<file path="config.mk">
export PLATFORM = sky130hd
export DESIGN_NAME = spi_master_multi
export DESIGN_NICKNAME = d
export VERILOG_FILES = /design/src/rtl/spi_master_multi.sv
export SDC_FILE = /design/constraint.sdc
export NUM_CORES = 1
export LEC_CHECK = 0
export CORE_ASPECT_RATIO = 1.4
export CORE_UTILIZATION = 50
export CTS_CLUSTER_SIZE = 30
export DETAILED_ROUTE_END_ITERATION = 7
export GPL_ROUTABILITY_DRIVEN = 0
export PLACE_DENSITY_LB_ADDON = 0.3
export SLEW_MARGIN = 25
export SYNTH_ARGS = -nofsm -noshare
export SYNTH_HDL_FRONTEND = slang
export SYNTH_SLANG_ARGS = --single-unit
</file>
<file path="constraint.sdc">
create_clock -name clk -period 2.23 [get_ports clk]
set_input_delay 0.223 -clock clk [delete_from_list [all_inputs] [get_ports clk]]
set_output_delay 0.223 -clock clk [all_outputs]
set_load 0.005 [all_outputs]
</file>
<file path="src/rtl/spi_master_multi.sv">
// spi_master_multi: SPI master with CPOL/CPHA modes, bit order, sck divider and NUM_SS selects.
// One DATA_W-bit word per trans_en; busy spans SETUP, XFER, HOLD and DONE.
module spi_master_multi #(
    parameter int DATA_W = 8,
    parameter int NUM_SS = 4
) (
    input  logic              clk,
    input  logic              rst,
    input  logic [31:0]       data_config,
    input  logic              trans_en,
    input  logic [DATA_W-1:0] i_data_p,
    input  logic              irq_clr,
    output logic [DATA_W-1:0] o_data_p,
    output logic              busy,
    output logic              interupt_request,
    output logic              sck,
    output logic              mosi,
    input  logic              miso,
    output logic [NUM_SS-1:0] ss_n
);
    localparam int HPW = $clog2(2 * DATA_W);
    localparam logic [HPW-1:0] HP_LAST = HPW'(2 * DATA_W - 1);

    typedef enum logic [2:0] {IDLE, SETUP, XFER, HOLD, DONE} state_t;

    function automatic logic [DATA_W-1:0] rev(input logic [DATA_W-1:0] v);
        logic [DATA_W-1:0] r;
        for (int i = 0; i < DATA_W; i++) r[i] = v[DATA_W-1-i];
        return r;
    endfunction

    state_t            state_q;
    logic [15:0]       div_q, cnt_q;
    logic              cpol_q, cpha_q, lsb_q, irq_en_q;
    logic [DATA_W-1:0] tx_q, rx_q, data_q;
    logic [HPW-1:0]    hp_q;
    logic              busy_q, sck_q, mosi_q, irq_q;
    logic [NUM_SS-1:0] ss_n_q;

    logic [3:0]        ss_sel;
    logic              accept, half_end, leading, unused_cfg;
    logic [DATA_W-1:0] tx_in;

    assign ss_sel     = data_config[22:19];
    assign accept     = trans_en && ({28'd0, ss_sel} < 32'(NUM_SS));
    assign half_end   = cnt_q == div_q;
    assign leading    = ~hp_q[0];
    assign tx_in      = data_config[18] ? rev(i_data_p) : i_data_p;
    assign unused_cfg = ^data_config[31:24];

    always_ff @(posedge clk or negedge rst) begin
        if (!rst) begin
            state_q  <= IDLE;
            div_q    <= '0;
            cnt_q    <= '0;
            cpol_q   <= 1'b0;
            cpha_q   <= 1'b0;
            lsb_q    <= 1'b0;
            irq_en_q <= 1'b0;
            tx_q     <= '0;
            rx_q     <= '0;
            data_q   <= '0;
            hp_q     <= '0;
            busy_q   <= 1'b0;
            sck_q    <= 1'b0;
            mosi_q   <= 1'b0;
            irq_q    <= 1'b0;
            ss_n_q   <= '1;
        end else begin
            if (irq_clr) irq_q <= 1'b0;
            case (state_q)
                IDLE: if (accept) begin
                    state_q  <= SETUP;
                    busy_q   <= 1'b1;
                    cnt_q    <= '0;
                    hp_q     <= '0;
                    rx_q     <= '0;
                    div_q    <= data_config[15:0];
                    cpol_q   <= data_config[16];
                    cpha_q   <= data_config[17];
                    lsb_q    <= data_config[18];
                    irq_en_q <= data_config[23];
                    sck_q    <= data_config[16];
                    // tx_q always holds the next bit to emit in its MSB
                    tx_q     <= data_config[17] ? tx_in : tx_in << 1;
                    mosi_q   <= ~data_config[17] & tx_in[DATA_W-1];
                    ss_n_q   <= ~(NUM_SS'(1) << ss_sel);
                end
                SETUP: begin
                    cnt_q <= half_end ? '0 : cnt_q + 16'd1;
                    if (half_end) state_q <= XFER;
                end
                XFER: begin
                    cnt_q <= half_end ? '0 : cnt_q + 16'd1;
                    if (half_end) begin
                        sck_q <= ~sck_q;
                        hp_q  <= hp_q + HPW'(1);
                        if (leading ^ cpha_q) rx_q <= {rx_q[DATA_W-2:0], miso};
                        if (cpha_q ? leading : (!leading && hp_q != HP_LAST)) begin
                            mosi_q <= tx_q[DATA_W-1];
                            tx_q   <= tx_q << 1;
                        end
                        if (hp_q == HP_LAST) state_q <= HOLD;
                    end
                end
                HOLD: begin
                    cnt_q <= half_end ? '0 : cnt_q + 16'd1;
                    if (half_end) begin
                        state_q <= DONE;
                        ss_n_q  <= '1;
                    end
                end
                DONE: begin
                    state_q <= IDLE;
                    busy_q  <= 1'b0;
                    mosi_q  <= 1'b0;
                    data_q  <= lsb_q ? rev(rx_q) : rx_q;
                    if (irq_en_q) irq_q <= 1'b1;
                end
                default: state_q <= IDLE;
            endcase
        end
    end

    assign o_data_p         = data_q;
    assign busy             = busy_q;
    assign interupt_request = irq_q;
    assign sck              = sck_q;
    assign mosi             = mosi_q;
    assign ss_n             = ss_n_q;
endmodule

</file>
Word-level counts from Yosys, hierarchy flattened
Cells that the tools add are included.
{"block": "op_classes", "n_addsub": 2, "n_lt_le_gt_ge": 1, "eq_ne": 14, "shifts": 1, "n_mux": 39, "bitwise": 6, "n_reduce_logical": 18}
{"operator": "8-bit 2-to-1 mux", "count": 9}
{"operator": "16-bit 2-to-1 mux", "count": 2}
{"operator": "16-bit case mux with 2 select lines", "count": 1}
{"operator": "8-bit case mux with 2 select lines", "count": 2}
{"operator": "16-bit by 1-bit adder with 16-bit output, second input constant", "count": 1}
{"operator": "16-bit == test", "count": 1}
{"operator": "4-bit 2-to-1 mux", "count": 4}
{"operator": "4-bit case mux with 2 select lines", "count": 2}
{"operator": "3-bit 2-to-1 mux", "count": 5}
{"operator": "2-bit != test, second input constant", "count": 7}
{"operator": "3-bit case mux with 4 select lines", "count": 1}
{"operator": "4-bit AND reduction", "count": 3}
{"operator": "1-bit 2-to-1 mux", "count": 10}
{"operator": "2-bit nonzero test", "count": 4}
{"operator": "3-bit by 2-bit == test with 1-bit output, second input constant", "count": 2}
{"operator": "2-bit AND reduction", "count": 3}
{"operator": "3-bit AND reduction", "count": 2}
{"operator": "5-bit AND reduction", "count": 1}
{"operator": "4-bit by 1-bit adder with 4-bit output, second input constant", "count": 1}
{"operator": "4-bit == test, second input constant", "count": 1}
{"operator": "4-bit by 3-bit < comparator with 1-bit output, second input constant", "count": 1}
{"operator": "4-bit != test, second input constant", "count": 1}
{"operator": "4-bit inverter", "count": 1}
{"operator": "1-bit case mux with 2 select lines", "count": 2}
{"operator": "11 further kinds", "count": 14}
{"block": "word_totals", "reg_bits": 74, "input_bits": 45, "out_inout_bits": 16}

Depth between registers and ports, before layout
{"block": "depth", "word_depth": 6, "mapped_depth": 8, "mapped_depth_nobuf": 6}

Worst setup path after synthesis
No wires, ideal clock.
{"block": "synth_timing", "path_type": "reg-to-reg", "from": "register hp_q[0]", "to": "register tx_q[7]", "t_arrival_ps": 1764, "setup_slack_ps": 401, "path_stages_with_launch": 8, "n_path_buf": 1, "cell_sequence": "dfrtp_1 ha_1 and3_1 o211a_1 or2_2 buf_2 a21oi_4 o22a_1"}
{"block": "synth_via", "elab_chain_len": 5, "word_cells_on_any_way": 6, "cone_classes": "eq/ne (2); mux (1); bitwise (1); reduce/logical (2)"}
{"item": "start, declared", "line_no": "36", "text": "logic [HPW-1:0] hp_q;"}
{"item": "start signal, assigned", "line_no": "97", "text": "hp_q <= hp_q + HPW'(1);"}
{"item": "4-bit != test", "line_no": "99", "text": "if (cpha_q ? leading : (!leading && hp_q != HP_LAST)) begin"}
{"item": "1-bit logical AND", "line_no": "99"}
{"item": "1-bit 2-to-1 mux (*)", "line_no": "99"}
{"item": "2-bit != test (no line) (*)"}
{"item": "4-bit AND reduction (no line) (*)"}
{"item": "end signal, assigned", "line_no": "85", "text": "tx_q <= data_config[17] ? tx_in : tx_in << 1;"}
{"item": "end signal, assigned", "line_no": "101", "text": "tx_q <= tx_q << 1;"}
{"item": "end, declared", "line_no": "35", "text": "logic [DATA_W-1:0] tx_q, rx_q, data_q;"}
Mark *: on every way between the ends. The rest lies on a longest branch, timed or not.
A chain may end at the register's enable or synchronous reset.

Final worst setup path
{"block": "layout_timing", "from": "register cnt_q[7]", "to": "register rx_q[3]"}
{"block": "layout_via", "elab_chain_len": 3}
{"item": "start, declared", "line_no": "33", "text": "logic [15:0] div_q, cnt_q;"}
{"item": "start signal, assigned", "line_no": "90", "text": "cnt_q <= half_end ? '0 : cnt_q + 16'd1;"}
{"item": "start signal, assigned", "line_no": "94", "text": "cnt_q <= half_end ? '0 : cnt_q + 16'd1;"}
{"item": "start signal, assigned", "line_no": "107", "text": "cnt_q <= half_end ? '0 : cnt_q + 16'd1;"}
{"item": "16-bit == test", "line_no": "46", "text": "assign half_end = cnt_q == div_q;"}
{"item": "2-bit != test (no line)"}
{"item": "4-bit AND reduction (no line)"}
{"item": "end signal, assigned", "line_no": "98", "text": "if (leading ^ cpha_q) rx_q <= {rx_q[DATA_W-2:0], miso};"}
{"item": "end, declared", "line_no": "35"}
Every way passes these cells.

==> results.md <==
- The kind of launch point of the worst setup path is a flop.
- Measured on the finished design, the core utilization comes to 0.643.
- The wire length of the first global-routing pass is between 15 and 20 mm.
- The largest net degree at the start of global routing is between 70 and 80.
- The filler cells instantiated in the layout total a little over 600.
- The worst setup slack before clock tree synthesis is between 70 and 80 ps.
- For this run, design rule violations remaining after detail routing come to 0.
- The fraction of the cycle the final worst path needs is 0.944.
- The total number of vias is between 3000 and 4000.
- The peak-usage layer in the global routing report is met2.
- The detail route stage leaves a number of antenna-violating nets equal to 0.
- Data on the critical path arrives at its endpoint at 2380 ps.
- CTS placed an instance of sky130_fd_sc_hd__clkbuf_8 at the clock tree root.
- The fraction of final layout cells with drive strength greater than 1 is 0.121.
- On the final layout, the worst clock skew is approximately 12 ps.
- For the final routed database, the setup TNS stands at 0 ps.
- During placement, the flow inserted port buffers numbering between 50 and 60.
- The final-stage net count is between 500 and 600.
- The total instance count after detailed placement is between 500 and 600.
- The worst path required time is approximately 2500 ps.
- The leakage dissipation is ~2.2 nW.
- The worst path in the final design needs a cycle of roughly 2100 ps, including I/O delays and setup.
- The number of antenna violations at the first check in global routing is 0.
- The measured slew at the worst slew-check pin is 525 ps.
- The total power is 4.57 mW.
- The synthesis warning total is 0.
- The area growth from synthesis to layout is 22.9%.
- The met3 demand-to-capacity share in global routing is 0.0481.
- Summed over all layers, the global routing overflow is 0.
- The met1 track demand over resource in global routing is 0.269.
- The sequential share of the synthesized area is 0.476.
- Counting cells, the worst reg-to-reg path comes to 6.
- After technology mapping, the gate count stands at between 400 and 500.
- The I/O pin count is approximately 60.
- Synthesis inferred 74 register bits.
- Leaving out filler cells and counting taps, the final layout contains between 500 and 600.
- The clock passes through at most 2 buffers.
- Headroom to the max-slew limit came out at 0.641.
- The number of H-tree branching levels is 3.
- The starting utilization of the core area is 0.523.
- The fmax is between 400 and 500 MHz.
- Dividing the detail-routed wire length by the instance count gives around 15 um.
- The run finished with clean final reports.
- The global-route track usage on met2 is 0.412.
- For this block, the initial DRC count from the detailed router was 127.
- Of the post-synthesis cell area, the dominant cell type holds 0.449.
- The path with the worst hold slack has its endpoint at div_q[4].
- The worst setup path is captured at a flop.
- The library cells used most frequently in the layout, excluding fill and tap cells, are 78 x sky130_fd_sc_hd__nand2_1, 70 x sky130_fd_sc_hd__dfrtp_1, 51 x sky130_fd_sc_hd__clkdlybuf4s50_1.
- The netlist uses 56 different library cells.
- The count of pins over their slew limit is 0.
- The setup path with the least slack is of type reg2reg.
- The overall die area is approximately 8000 sq um.
- The summed area of non-filler cells in the final layout is ~4800 sq um.
- The number of cells on the worst hold path is 3.
- The minimum setup slack among reg-to-reg paths is roughly 120 ps.
- The classification of the worst-slack hold path is in2reg.
- After detailed routing, the total wire length is 8.63 mm.
- The capture instance of the worst register-to-register path is rx_q[3].
- The number of synthesized flops with an enable pin is 0.
- The HPWL reported at the end of detailed placement is 6.15 mm.
- The cell type contributing the most total cell area after synthesis is sky130_fd_sc_hd__dfrtp_1.
- The total standard cell area after synthesis is 3900 sq um.
- The most used flip-flop cell after synthesis is sky130_fd_sc_hd__dfrtp_1.
- A synthesized cell averages approximately 9.7 sq um.
- The tree built by TritonCTS fans out to 74 sinks.
- The hold slack is between 300 and 400 ps.
- The count of max-cap constraint violations is 0.
- The die is around 110 um tall.
- TritonCTS created 9 clock buffers.
- The maximum ir drop on the vdd rail is about 0.56 mV.
- The highest net fanout along the worst path is 7.
- Setup violations remaining at the end of the flow were counted as 0.
- Using the TritonRoute via totals, the vias-per-cell ratio works out to 5.57.
- The share of async-settable or async-resettable flops after synthesis is 1.00.
- The count of buffers added by post-CTS timing repair for setup is 0.
- For this run, the total global-route usage over all layers was measured as 0.234.
- The die is roughly 77 um wide.
- The diode insertion count for antenna repair is 0.
- At the later pin of the worst-skew pair, clock insertion delay measures approximately 350 ps.
- The final number of hold-violating endpoints was 0.
- The startpoint identified for the worst hold timing path is data_config[4].
- The power density over the cells is approximately 950 nW/um^2.
- Clock-pin slew was measured on the worst setup and hold paths at 80 ps.
- The total core area is roughly 7500 sq um.
- The most common cell after layout, fill and taps aside is sky130_fd_sc_hd__nand2_1.
- The net count of the mapped netlist is 449.
- The initialized floorplan defines 37 standard-cell rows.
- After synthesis, the cell types taking the most area are sky130_fd_sc_hd__dfrtp_1 45%, sky130_fd_sc_hd__nand2_1 7.5%, sky130_fd_sc_hd__mux2i_1 5.6%, sky130_fd_sc_hd__xor2_1 5.4%, sky130_fd_sc_hd__nor2_1 4.3%.
- The launch instance of the worst register-to-register path is cnt_q[7].
- The placement-stage cell area is between 4000 and 5000 sq um.
- The clock tree from TritonCTS is built.
- The iteration count of the initial detailed-routing pass is 4.
- Setup repair after global routing could not meet its margin everywhere.
- The final setup slack of the worst path is 124 ps.
- The number of global-route vias before repair was about 3200.
==> worst max-delay path by stage <==
stage | depth (start not counted) | endpoint | from
final | 6 | rx_q[3] | cnt_q[7]
after detailed placement | 6 | cnt_q[4] | trans_en
after global placement | 7 | ss_n[0] | trans_en
after CTS | 6 | rx_q[3] | cnt_q[7]
after floorplan | 7 | tx_q[7] | hp_q[0]
after global routing | 6 | cnt_q[3] | cnt_q[7]
==> critical path: stages, from the launching register on <==
cell and delay, ps:
sky130_fd_sc_hd__dfrtp_1 450, sky130_fd_sc_hd__xor2_1 200, sky130_fd_sc_hd__nor4_2 390, sky130_fd_sc_hd__and4_2 390, sky130_fd_sc_hd__and3_1 180, sky130_fd_sc_hd__buf_4 180
sky130_fd_sc_hd__mux2i_1 220
==> metal layers <==
metal,wire length [um],share of wire
met5,0,0
met4,244,0.028
met3,400,0.046
met2,4620,0.54
met1,3370,0.39
==> layout make-up <==
class / instances / area [sq um] / area share
Clock buffer: 10 / 128 / 0.0266
Inverter: 12 / 45.0 / 0.00940
Sequential cell: 74 / 1860 / 0.387
Tap cell: 97 / 121 / 0.0253
Clock inverter: 6 / 90.1 / 0.0188
Multi-Input combinational cell: 292 / 1880 / 0.392
Timing Repair Buffer: 68 / 676 / 0.141
==> state kept, by name, indices dropped and copies added, names as in the netlist <==
register	flops
mosi	1
lsb_q	1
busy	1
rx_q	8
state_q	3
cnt_q	16
cpha_q	1
tx_q	8
interupt_request	1
ss_n	4
sck	1
irq_en_q	1
div_q	16
o_data_p	8
hp_q	4
==> Yosys cell counts (all sizes together), types with 7 or more instances <==
cell type	n
nand3	10
inv	12
nand2	78
o22a	7
a21oi	21
nor2	46
clkbuf	10
o21ai	11
xor2	24
mux2i	22
buf	14
dfrtp	70
==> kinds of logic (layout without fill, tap and decap cells) <==
logic type                 after synthesis  in the layout  synth area share
AOI/OAI and AO/OA                       56             56            0.0985
xor gates and xnor gates                28             28            0.0629
adders and majority gates                2              2           0.00641
buffers and inverters                   36             96            0.0433
DFF                                     74             74             0.476
muxes                                   31             31            0.0997
and+or+nand+nor                        175            175             0.213
==> report_power, final <==
part           internal [mW]  leakage [nW]  total, mW  switching, mW
registers               1.77         0.951       2.14          0.370
logic                  0.678          1.12       1.28          0.602
clock network          0.636         0.107       1.15          0.517
total                   3.08          2.18       4.57           1.49
==> what timing repair did <==
action                     in CTS  in global routing
hold buffers                    1                  0
setup endpoints to repair       0                 20
resized for setup               0                  1
hold endpoints to repair       70                  0
Note: power is estimated with default switching activity, not from simulation.
